`config.mk`:
```
export PLATFORM = sky130hd
export DESIGN_NAME = dif_butterfly_pe
export DESIGN_NICKNAME = d
export VERILOG_FILES = /design/src/rtl/dif_butterfly_pe.sv
export SDC_FILE = /design/constraint.sdc
export NUM_CORES = 2
export LEC_CHECK = 0
export ABC_CLOCK_PERIOD_IN_PS = 10800
export BUFFER_PORTS_ARGS = -buffer_cell sky130_fd_sc_hd__buf_2
export CORE_MARGIN = 2
export CORE_UTILIZATION = 65
export CTS_CLUSTER_DIAMETER = 120
export DETAILED_ROUTE_END_ITERATION = 10
export PLACE_DENSITY_LB_ADDON = 0.15
export REMOVE_ABC_BUFFERS = 1
export SLEW_MARGIN = 20
export SYNTH_ARGS = -nofsm -noshare
export SYNTH_HDL_FRONTEND = slang
export SYNTH_SLANG_ARGS = --single-unit
export TNS_END_PERCENT = 10
```
`constraint.sdc`:
```
create_clock -name clk -period 10.8 [get_ports clk]
set_input_delay 0 -clock clk [delete_from_list [all_inputs] [get_ports clk]]
set_output_delay 0 -clock clk [all_outputs]
set_load 0.02 [all_outputs]
```
`src/rtl/dif_butterfly_pe.sv`:
```
// Radix-2 DIF butterfly PE: y0 = a + b, y1 = (a - b) * W, three elastic register stages.
// inv conjugates W for the IFFT path; optional 1/2 scaling; sticky overflow flag.
module dif_butterfly_pe #(
    parameter int DW       = 16,
    parameter int TW_FRAC  = 14,
    parameter int SCALE_EN = 0
) (
    input  logic          clk,
    input  logic          rst,
    input  logic          in_valid,
    output logic          in_ready,
    input  logic [DW-1:0] a_re,
    input  logic [DW-1:0] a_im,
    input  logic [DW-1:0] b_re,
    input  logic [DW-1:0] b_im,
    input  logic [DW-1:0] tw_re,
    input  logic [DW-1:0] tw_im,
    input  logic          inv,
    output logic          out_valid,
    input  logic          out_ready,
    output logic [DW-1:0] y0_re,
    output logic [DW-1:0] y0_im,
    output logic [DW-1:0] y1_re,
    output logic [DW-1:0] y1_im,
    output logic          ovf,
    input  logic          ovf_clr
);

    localparam int unsigned SW = DW + 1;
    localparam int unsigned PW = 2 * DW + 2;
    localparam int unsigned HW = PW - DW + 1;
    localparam logic [DW-1:0] TW_MIN = {1'b1, {(DW-1){1'b0}}};
    localparam logic [DW-1:0] TW_MAX = {1'b0, {(DW-1){1'b1}}};

    logic v1, v2, v3;
    logic en1, en2, en3;

    // Elastic enables: a stage may load when empty or when its successor moves.
    always_comb begin
        en3 = !v3 || out_ready;
        en2 = !v2 || en3;
        en1 = !v1 || en2;
    end

    assign in_ready  = en1;
    assign out_valid = v3;

    // Stage 1 arithmetic
    logic signed [SW-1:0] sum_re_c, sum_im_c, dif_re_c, dif_im_c;
    logic signed [SW-1:0] s_re_c, s_im_c, d_re_c, d_im_c;
    logic                 s_ovf_c;
    logic        [DW-1:0] tw_im_eff_c;

    always_comb begin
        sum_re_c = $signed({a_re[DW-1], a_re}) + $signed({b_re[DW-1], b_re});
        sum_im_c = $signed({a_im[DW-1], a_im}) + $signed({b_im[DW-1], b_im});
        dif_re_c = $signed({a_re[DW-1], a_re}) - $signed({b_re[DW-1], b_re});
        dif_im_c = $signed({a_im[DW-1], a_im}) - $signed({b_im[DW-1], b_im});
        if (SCALE_EN != 0) begin
            s_re_c = sum_re_c >>> 1;
            s_im_c = sum_im_c >>> 1;
            d_re_c = dif_re_c >>> 1;
            d_im_c = dif_im_c >>> 1;
        end else begin
            s_re_c = sum_re_c;
            s_im_c = sum_im_c;
            d_re_c = dif_re_c;
            d_im_c = dif_im_c;
        end
        s_ovf_c = (s_re_c[SW-1] != s_re_c[SW-2]) || (s_im_c[SW-1] != s_im_c[SW-2]);
    end

    // Conjugate twiddle; the most negative value saturates instead of wrapping to itself.
    always_comb begin
        tw_im_eff_c = tw_im;
        if (inv) begin
            if (tw_im == TW_MIN) tw_im_eff_c = TW_MAX;
            else                 tw_im_eff_c = -tw_im;
        end
    end

    logic        [DW-1:0] s1_re, s1_im;
    logic signed [SW-1:0] d1_re, d1_im;
    logic signed [DW-1:0] w1_re, w1_im;

    always_ff @(posedge clk or posedge rst) begin
        if (rst) begin
            v1    <= 1'b0;
            s1_re <= '0;
            s1_im <= '0;
            d1_re <= '0;
            d1_im <= '0;
            w1_re <= '0;
            w1_im <= '0;
        end else if (en1) begin
            v1    <= in_valid;
            s1_re <= s_re_c[DW-1:0];
            s1_im <= s_im_c[DW-1:0];
            d1_re <= d_re_c;
            d1_im <= d_im_c;
            w1_re <= tw_re;
            w1_im <= tw_im_eff_c;
        end
    end

    // Stage 2: full-precision complex multiply
    logic signed [PW-1:0] m_rr_c, m_ii_c, m_ri_c, m_ir_c, pr_c, pi_c;

    always_comb begin
        m_rr_c = PW'(d1_re) * PW'(w1_re);
        m_ii_c = PW'(d1_im) * PW'(w1_im);
        m_ri_c = PW'(d1_re) * PW'(w1_im);
        m_ir_c = PW'(d1_im) * PW'(w1_re);
        pr_c   = m_rr_c - m_ii_c;
        pi_c   = m_ri_c + m_ir_c;
    end

    logic        [DW-1:0] s2_re, s2_im;
    logic signed [PW-1:0] p2_re, p2_im;

    always_ff @(posedge clk or posedge rst) begin
        if (rst) begin
            v2    <= 1'b0;
            s2_re <= '0;
            s2_im <= '0;
            p2_re <= '0;
            p2_im <= '0;
        end else if (en2) begin
            v2    <= v1;
            s2_re <= s1_re;
            s2_im <= s1_im;
            p2_re <= pr_c;
            p2_im <= pi_c;
        end
    end

    // Stage 3: drop twiddle fraction (floor) and detect loss of high bits
    logic signed [PW-1:0] q_re_c, q_im_c;
    logic                 p_ovf_c;

    always_comb begin
        q_re_c  = p2_re >>> TW_FRAC;
        q_im_c  = p2_im >>> TW_FRAC;
        p_ovf_c = (q_re_c[PW-1:DW-1] != {HW{q_re_c[DW-1]}}) ||
                  (q_im_c[PW-1:DW-1] != {HW{q_im_c[DW-1]}});
    end

    always_ff @(posedge clk or posedge rst) begin
        if (rst) begin
            v3    <= 1'b0;
            y0_re <= '0;
            y0_im <= '0;
            y1_re <= '0;
            y1_im <= '0;
        end else if (en3) begin
            v3    <= v2;
            y0_re <= s2_re;
            y0_im <= s2_im;
            y1_re <= q_re_c[DW-1:0];
            y1_im <= q_im_c[DW-1:0];
        end
    end

    // Sticky overflow; a new overflow beats a simultaneous clear.
    always_ff @(posedge clk or posedge rst) begin
        if (rst) begin
            ovf <= 1'b0;
        end else if ((en1 && in_valid && s_ovf_c) || (en3 && v2 && p_ovf_c)) begin
            ovf <= 1'b1;
        end else if (ovf_clr) begin
            ovf <= 1'b0;
        end
    end

endmodule

```
Word level (Yosys, flattened, before mapping). Index checks and enable logic that the tools add are counted.

Register bits after elaboration: 266. Input bits: 102.

Multiply operators: 4. Add/subtract/negate cells: 7. Mux-type cells: 4. Equality and inequality tests: 5. Reductions and logical operators: 14.

Operators with widths (number): $mul 17x16->33 (4); $ne 18x18->1 (2); $add 16x16->17 (2); $add 33x33->34 (1); $sub 16x16->17 (2); $sub 33x33->34 (1); $mux 16 (2); $eq 16x16->1 const B (1); $neg 16->16 (1); $logic_or 1x1->1 (6); $logic_and 1x1->1 (4); $logic_not 1->1 (3); $mux 1 (2); $ne 1x1->1 (2); $reduce_bool 2->1 (1).

Longest topological paths before layout.
Depth in word-level cells: 8. Gate-level depth with buffers: 29. Mapped depth without buffers: 27.

Worst setup path before layout. Ideal clock, no wire load.

Kind: reg2reg. From: reg w1_re[0]. To: reg p2_im[32]. Stages on the path, launching flop included: 24. Path slack: 3270 ps. Library setup time: 137 ps. Arrival time: 7393 ps. Cells stage by stage: dfrtp_1 -> and2_1 -> fa_1 -> fa_1 -> inv_1 -> fa_1 -> inv_1 -> fa_1 -> fa_1 -> fa_1 -> fa_1 -> inv_1 -> fa_1 -> inv_1 -> ha_1 -> and4_4 -> a21o_1 -> a2111oi_4 -> a41oi_2 -> o21a_4 -> a311o_2 -> a311oi_2 -> xor2_1 -> a21oi_1.

Longest elaborated chain between the ends: 2.

RTL lines: from (decl) (line 84) `logic signed [DW-1:0] w1_re, w1_im;`; from (signal assigned) (line 101) `w1_re <= tw_re;`; $mul 17x16->33 (line 113) `m_ir_c = PW'(d1_im) * PW'(w1_re);`; $add 33x33->34 (line 115) `pi_c = m_ri_c + m_ir_c;`; to (signal assigned) (line 133) `p2_im <= pi_c;`; to (decl) (line 119) `logic signed [PW-1:0] p2_re, p2_im;`.

Every way passes these cells. A chain may end at the register's enable or synchronous reset.

Worst setup path after layout.
From: reg d1_im[16]. To: reg p2_re[25].

Longest elaborated chain between the ends: 2.

RTL lines: from (decl) (line 83) `logic signed [SW-1:0] d1_re, d1_im;`; from (signal assigned) (line 100) `d1_im <= d_im_c;`; $mul 17x16->33 (line 111) `m_ii_c = PW'(d1_im) * PW'(w1_im);`; $sub 33x33->34 (line 114) `pr_c = m_rr_c - m_ii_c;`; to (signal assigned) (line 132) `p2_re <= pr_c;`; to (decl) (line 119).

Every way passes these cells.

==> impl_metrics.yaml <==
timing:
  min_period_ps: 8770
  post-route-period-util: 0.812
  worst_pin_slew_ps: 1020
  max_freq_ghz: 0.114
  setup_violations: 0
  setup-tns-final_ps: 0
  clock_skew_ps: 44.6
  rsz0062_at_grt: "false"
  finalHoldViolCount: 0
  slew_headroom: 0.310
  slew_viol_final: 0
die:
  die_x_um: 290
  core_mm2: 0.0807
  io-pin-count: 169
  die_area_mm2: 0.0841
  initial_core_util: 0.659
  num_rows: 104
  die-height_um: 290
critical_path:
  path_delay_family: "adder cells"
  slowest_delay_ps: 750
  path_common_cell: "fa_1"
  critPathLaunchType: "register"
  crit_path_top_delay_cell: "inv_1"
  worstPathRequired_ps: 11340
  path_cells: "buf_4 > nand2_1 > inv_1 > fa_1 > inv_1 > fa_1 > inv_1 > fa_1 > inv_1 > fa_1 > fa_1 > fa_1 > fa_1 > inv_1 > fa_1 > inv_1 > ha_1 > nand4_1 > a21oi_1 > nor2_1 > o31ai_1 > a31oi_1 > or4b_1 > nand3_1"
  cp.arrival_ps: 9310
  crit_type: "reg -> reg"
  cp-end-kind: "register"
  crit_fanout: 32
  critPathBufInv: 7
synth:
  netlist_area_mm2: 0.0531
  yosysWarnings: 0
  synth.most_common_cell: "inv_1"
  synth.largest_area_cell: "fa_1"
  synthDistinctLibCells: 74
  synth-seq-area-share: 0.111
  synth-edff-count: 0
  yosys-top-cells-count: "inv_1, fa_1, nand2_1"
  synth_seq_cells: 236
  postSynth.asyncResetShare: 1.00
  synth_area_per_cell_um2: 9.48
  yosysTopAreaCellShare: 0.466
  synth_ff_type: "dfrtp_1"
  synth_area_leaders: "fa_1, dfrtp_1, inv_1"
  syn_inst: 5604
global_routing:
  antenna_found_initial: 2
  grt_use_total: 0.344
  grt_pass1_vias: 42400
  grt_pass1_wl_um: 226000
  overflow: 0
  grt_max_degree: 130
route:
  routedWlPerCell_um: 20.0
  wl_met2_um: 68100
  viasPerCell: 5.59
  vias: 38100
  drtIter0Drc: 2695
  drt-met1-wl_um: 51800
  drc: 0
  wl_met3_um: 9080
  drt_first_pass_iters: 5
  final_antenna_net_count: 0
  routed.top_layer: "met4"
  finalWirelength_um: 136000
finish:
  drive_gt1_frac: 0.0677
  nets: 7440
  final_core_util: 0.707
  fillCellCount: 6270
  syn2layout_area_growth_pct: 7.40
status:
  status: "completed"
placed_design:
  hpwl_um: 104000
  io_buffer_count: 168
  routabilityCongestion: 0.904
flow_run:
  maxCapViolations: 0
clock_network:
  clockBufferDepth: 3
  numClockSinks: 236
  clockRootBuffer: "clkbuf_16"
  clkTransAtPathRegs_ps: 60
  clk_latency_ps: 640
  cts_tree: "done"
  cts_buffers: 28
  h-tree-depth: 1
worst_hold_path:
  hold_path.class: "in -> reg"
## path summary, 6_finish.rpt
kind,slack [ps],from,to,cells past startpoint
max in group asynchronous,8430,rst,p2_re[14],5
hold reg to reg,470,s2_re[14],s2_re[14],2
min in group asynchronous,70,rst,y0_im[13],3
setup reg to reg,2030,d1_im[16],p2_re[25],24
hold / removal,10,b_im[10],d1_im[10],5
setup / recovery,2030,d1_im[16],p2_re[25],24
## flip-flops by register name, summed over array words and instances (netlist names)
register	count
d1_re	17
y1_im	16
y0_re	16
p2_im	20
d1_im	16
s2_re	16
y1_re	16
p2_re	20
w1_re	16
s1_re	15
s2_im	16
y0_im	16
out_valid	1
v1	1
ovf	1
w1_im	16
s1_im	16
v2	1
## layout by cell type (no fill, tap or decap), drive strengths merged, types with 37 or more instances in the layout
cell type	n
inv	1390
o21ai	63
a21oi	102
and2	517
buf	249
xor2	43
ha	373
mux2	64
fa	1236
nand2b	37
dfrtp	236
dlygate4sd3	120
nor2	163
xnor2	85
nand2	745
## worst reg2reg max path: stages, from the launching register on
cell	delay, ps
dfrtp_1	430
buf_4	470
nand2_1	390
inv_1	750
fa_1	550
inv_1	90
fa_1	410
inv_1	80
fa_1	400
inv_1	80
fa_1	440
fa_1	600
fa_1	460
fa_1	490
inv_1	50
fa_1	470
inv_1	40
ha_1	340
nand4_1	190
a21oi_1	500
nor2_1	200
o31ai_1	480
a31oi_1	230
or4b_1	490
nand3_1	70
## per-layer routing
layer  global-route usage  up-vias
met3               0.0448      367
met2                0.587     1488
met1                0.448    19700
li1                     -    16500
met4                0.146        0
met5                    0        -
## final cells by class
type                    count  area [um2]  area share
flip-flops and latches    236        5910       0.104
well taps                1060        1330      0.0232
clock inverters            15         150     0.00263
multi-input cells        3707       41000       0.719
inverters                1387        5220      0.0914
clock buffers              36         761      0.0133
repair buffers            369        2670      0.0468
diodes                      5        12.5    0.000219
## logic make-up after synthesis
group | Yosys count | synth area share
multiplexers | 66 | 0.0139
adder cells (fa/ha/maj) | 1609 | 0.553
buffers and inverters | 1661 | 0.117
flip-flops | 236 | 0.111
AO/OA/AOI/OAI | 318 | 0.0391
AND/OR/NAND/NOR | 1586 | 0.144
XOR/XNOR | 128 | 0.0211
## stage by stage
stage	setup WS (ps)	instance area, um2	hold slack, ps	instances
finish	2030	57100	12.1	6815
global route	1730	57100	45.1	6812
CTS	2070	57000	2.07	6809
detailed placement	2100	54900	202	6638
global placement	2050	54900	200	6638
floorplan	2230	52100	112	5330
## what timing repair did
action,CTS,global route
gates resized for setup,0,0
setup buffers,0,0
hold buffers,120,0
hold endpoints to repair,217,0
Power is not shown: default switching activity piles up to over one toggle a cycle in this logic, so the estimate is an artifact.
